$ cat src/rtl/uart_tx.sv
// Serial transmitter: pops bytes from the upstream FIFO and sends 8N1 frames.
// Define UART_TX_PARITY_EN to insert an even-parity bit between data and stop.
module uart_tx #(
    parameter int unsigned CLKS_PER_BIT = 16
) (
    input  logic       clk,
    input  logic       rst,
    input  logic       fifo_empty,
    input  logic [7:0] fifo_dout,
    output logic       pop,
    output logic       txd,
    output logic       busy
);

    localparam int unsigned CW = $clog2(CLKS_PER_BIT);

    localparam logic [2:0] StIdle   = 3'd0;
    localparam logic [2:0] StStart  = 3'd1;
    localparam logic [2:0] StData   = 3'd2;
    localparam logic [2:0] StParity = 3'd3;
    localparam logic [2:0] StStop   = 3'd4;

    logic [2:0]    state_q;
    logic [CW-1:0] baud_q;
    logic [2:0]    bit_q;
    logic [7:0]    shift_q;
    logic          baud_last;

    assign baud_last = (baud_q == CW'(CLKS_PER_BIT - 1));

    // The byte is taken either from idle or on the last stop cycle, so frames chain without a gap.
    assign pop = !rst && !fifo_empty
                 && ((state_q == StIdle) || ((state_q == StStop) && baud_last));

    assign busy = (state_q != StIdle);

    always_comb begin
        txd = 1'b1;
        case (state_q)
            StStart:  txd = 1'b0;
            StData:   txd = shift_q[bit_q];
            StParity: txd = ^shift_q;
            default:  txd = 1'b1;
        endcase
    end

    always_ff @(posedge clk) begin
        if (rst) begin
            state_q <= StIdle;
            baud_q  <= '0;
            bit_q   <= '0;
            shift_q <= '0;
        end else begin
            if (state_q == StIdle) begin
                baud_q <= '0;
            end else begin
                baud_q <= baud_last ? '0 : baud_q + CW'(1);
            end

            case (state_q)
                StIdle: begin
                    if (pop) begin
                        shift_q <= fifo_dout;
                        state_q <= StStart;
                    end
                end
                StStart: begin
                    if (baud_last) begin
                        bit_q   <= '0;
                        state_q <= StData;
                    end
                end
                StData: begin
                    if (baud_last) begin
                        bit_q <= bit_q + 3'd1;
                        if (bit_q == 3'd7) begin
`ifdef UART_TX_PARITY_EN
                            state_q <= StParity;
`else
                            state_q <= StStop;
`endif
                        end
                    end
                end
                StParity: begin
                    if (baud_last) begin
                        state_q <= StStop;
                    end
                end
                StStop: begin
                    if (baud_last) begin
                        if (pop) begin
                            shift_q <= fifo_dout;
                            state_q <= StStart;
                        end else begin
                            state_q <= StIdle;
                        end
                    end
                end
                default: state_q <= StIdle;
            endcase
        end
    end

endmodule

$ cat config.mk
export PLATFORM = sky130hd
export DESIGN_NAME = uart_tx
export DESIGN_NICKNAME = d
export VERILOG_FILES = /design/src/rtl/uart_tx.sv
export SDC_FILE = /design/constraint.sdc
export NUM_CORES = 1
export LEC_CHECK = 0
export CORE_AREA = 2 2 45 47
export DETAILED_ROUTE_END_ITERATION = 7
export DIE_AREA = 0 0 47 49
export GPL_ROUTABILITY_DRIVEN = 0
export PLACE_DENSITY = 0.76
export SETUP_SLACK_MARGIN = 0.15
export SLEW_MARGIN = 20
export SYNTH_ARGS = -nofsm -noshare
export SYNTH_HDL_FRONTEND = slang
export SYNTH_SLANG_ARGS = --single-unit
$ cat constraint.sdc
create_clock -name clk -period 2.67 [get_ports clk]
set_input_delay 0.267 -clock clk [delete_from_list [all_inputs] [get_ports clk]]
set_output_delay 0.267 -clock clk [all_outputs]
set_load 0.05 [all_outputs]
==> run_results.csv <==
group,metric,value,unit
timing,finalCritPeriodShare,86.16,%
clock_network,cts_hold_buf,0,
logic_synthesis,yosys_warnings,0,
layout,antennaDiodeCount,0,
timing,worstMarginPinSlew,0.4864,ns
clock_network,post_cts_buffers,0,
worst_setup_path,r2r_slack,1.02,ns
route,routedWlPerCell,11.55,um
worst_setup_path,cpPeakStageDelay,0.53,ns
global_routing,grt_usage,16.09,%
die,start_util,50.34,%
global_routing,grt_pass1_vias,625,
placement,dp_hpwl,1.141,mm
clock_network,cts_tree,"yes",
timing,final-max-slew-violation-count,0,
worst_setup_path,cp-start-kind,"flip-flop",
logic_synthesis,synth-simple-area-share,21.32,%
worst_setup_path,startpoint,"bit_q[1]$_SDFFE_PP0P_",
layout,n_fill_cell,181,
worst_hold_path,min_path_type,"reg2reg",
clock_network,clock_latency,0.29,ns
die,placeableCoreArea,1842,um2
timing,final-hold-violation-count,0,
power_and_ir_drop,power_leakage,0.4217,nW
placement,dp_slack,0.3883,ns
layout,drive_above_1_share,10.91,%
global_routing,antenna_found_initial,0,
worst_setup_path,end_kind,"primary output",
timing,clock.fmax,434.7,MHz
layout,mostFrequentLayoutCell,"dfxtp_1",
worst_setup_path,cp.arrival,2.03,ns
layout,final_util,60.19,%
clock_network,ctsLongestPathBuffers,2,
layout,final_cell_mix,"dfxtp_1, nor2_1, clkdlybuf4s50_1, mux2i_1, xnor2_1",
worst_setup_path,crit_cells,4,
logic_synthesis,synth_ff_type,"dfxtp_1",
route,drtIter0Drc,13,
worst_setup_path,worstPathCellList,"mux4_2 -> o211ai_1 -> o221ai_1 -> dlygate4sd2_1",
die,num_io_pins,14,
logic_synthesis,syn_inst,97,
clock_network,cts_buffers,3,
power_and_ir_drop,peakVddDrop,0.3163,mV
logic_synthesis,synthArstFlopShare,0,%
route,vias,715,
worst_setup_path,reg2reg_depth,6,
worst_setup_path,cp.buffers_inverters,1,
timing,fin_ws,0.3694,ns
timing,fin_skew,0.001458,ns
logic_synthesis,ys_ff_latch,18,
timing,setup_tns,0,ns
layout,syn_to_final_growth,19.57,%
timing,relSlewSlack,67.47,%
layout,fin_nets,126,
route,ant_nets,0,
power_and_ir_drop,p_per_area,459.6,nW/um2
timing,setup_viol_count_final,0,
logic_synthesis,synthAdderAreaFrac,4.049,%
worst_setup_path,cp_top_family,"multiplexers",
worst_setup_path,crit_type,"reg2out",
global_routing,grt_max_degree,18,
clock_network,clock-sinks,18,
logic_synthesis,synth_top_family_by_area,"simple AND/OR/NAND/NOR gates",
global_routing,grt.overflow.total,0,
logic_synthesis,synth_compound_area_share,10.53,%
placement,port_buffers,13,
worst_setup_path,crit_path_end,"txd",
route,firstDrtPassIters,4,
clock_network,root_buffer,"clkbuf_4",
logic_synthesis,ys_seq_area_share,38.87,%
logic_synthesis,syn_nets,111,
die,rows,16,
logic_synthesis,ys_types,32,
timing,layout_min_cycle_time,2.301,ns
logic_synthesis,synthXorXnorAreaFrac,8.502,%
global_routing,grt_pass1_wl,2.753,mm
worst_setup_path,cpMaxStageDelayCell,"mux4_2",
clock_network,path_clk_slew,0.10,ns
route,drt_wl_total,1.583,mm
die,fp.dieH,49,um
logic_synthesis,netlist_area,927.1,um2
clock_network,cts.htree.levels,1,
route,route.detailed.drc,0,
logic_synthesis,synthMuxAreaShare,13.23,%
worst_setup_path,rr_startpoint,"baud_q[0]$_SDFF_PP0_",
route,via_per_inst,5.219,
run,cap_violations,0,
timing,rsz0062_at_grt,"false",
logic_synthesis,synth_area_per_cell,9.558,um2
die,dieWidth,47,um
die,dieArea,2303,um2
worst_setup_path,crit_required,2.40,ns
worst_setup_path,crit_fanout,6,
outcome,outcome,"complete, no violations",
logic_synthesis,synth_edf_count,0,
worst_setup_path,reg2reg_to,"shift_q[0]$_SDFFE_PP0P_",
-- how the worst min path moves through the flow --
stage / from / slack [ns] / cells past startpoint / endpoint
3_5_place_dp: baud_q[0]$_SDFF_PP0_ / 0.44 / 1 / baud_q[0]$_SDFF_PP0_
5_1_grt: baud_q[0]$_SDFF_PP0_ / 0.49 / 1 / baud_q[0]$_SDFF_PP0_
4_1_cts: baud_q[0]$_SDFF_PP0_ / 0.46 / 1 / baud_q[0]$_SDFF_PP0_
2_1_floorplan: fifo_dout[0] / 0.41 / 2 / shift_q[0]$_SDFFE_PP0P_
6_report: baud_q[0]$_SDFF_PP0_ / 0.45 / 1 / baud_q[0]$_SDFF_PP0_
3_3_place_gp: baud_q[0]$_SDFF_PP0_ / 0.43 / 1 / baud_q[0]$_SDFF_PP0_
-- kinds of logic (layout without fill, tap and decap cells) --
family / Yosys count / after routing
compound gates: 13 / 13
xor+xnor: 9 / 9
fa+ha+maj: 3 / 3
buf+inv: 6 / 19
flops: 18 / 18
mux: 11 / 11
simple gates: 37 / 37
-- cells in the mapped netlist (3+ instances only) --
master | count | area (um2)
a21oi_1 | 3 | 15.01
dfxtp_1 | 18 | 360.4
ha_1 | 3 | 37.54
mux2i_1 | 10 | 100.1
nand2_1 | 5 | 18.77
nand3_1 | 3 | 15.01
nor2_1 | 15 | 56.30
nor3_1 | 3 | 15.01
xnor2_1 | 6 | 52.55
xor2_1 | 3 | 26.28
-- metal layers --
| layer | track usage, % | up-vias | part of all wire, % |
|---|---|---|---|
| met2 | 23.29 | 17 | 45 |
| met1 | 24.02 | 327 | 49 |
| met3 | 3.333 | 3 | 4.0 |
| met4 | 4.167 | 0 | 1.1 |
| li1 | - | 368 | - |
| met5 | 0 | - | 0 |
-- where the power goes --
| part | switching, mW | leakage (nW) | internal [mW] | total, mW |
|---|---|---|---|---|
| combinational | 0.0413 | 0.262 | 0.0475 | 0.0888 |
| clock | 0.0813 | 0.0138 | 0.0525 | 0.134 |
| sequential | 0.0100 | 0.146 | 0.277 | 0.287 |
-- layout make-up --
type                    count  area (um2)  area share, %
multi-input cells          73       534.3          48.19
flip-flops and latches     18       360.3          32.51
repair buffers             15       153.9          13.88
well taps                  27       33.78          3.047
clock buffers               3       22.52          2.032
inverters                   1       3.754         0.3386
-- through the flow --
stage	total power [mW]	instances	hold slack [ns]	cell area (um2)
2_1_floorplan	0.3517	97	0.4142	927.1
3_3_place_gp	0.3826	134	0.4303	1087
3_5_place_dp	0.3842	134	0.4406	1087
4_1_cts	0.5164	137	0.4563	1109
5_1_grt	0.5399	137	0.4948	1109
6_report	0.5095	137	0.4511	1109
-- what timing repair did --
| action | CTS | global route |
|---|---|---|
| endpoints found under the setup margin | 1 | 0 |
| endpoints found under the hold margin | 0 | 0 |
| resized for setup | 1 | 0 |
-- sequential cells by signal (all words and copies together), names as in the netlist --
signal   count
shift_q      8
state_q      3
baud_q       4
bit_q        3
Power figures use the tool's default switching activity.
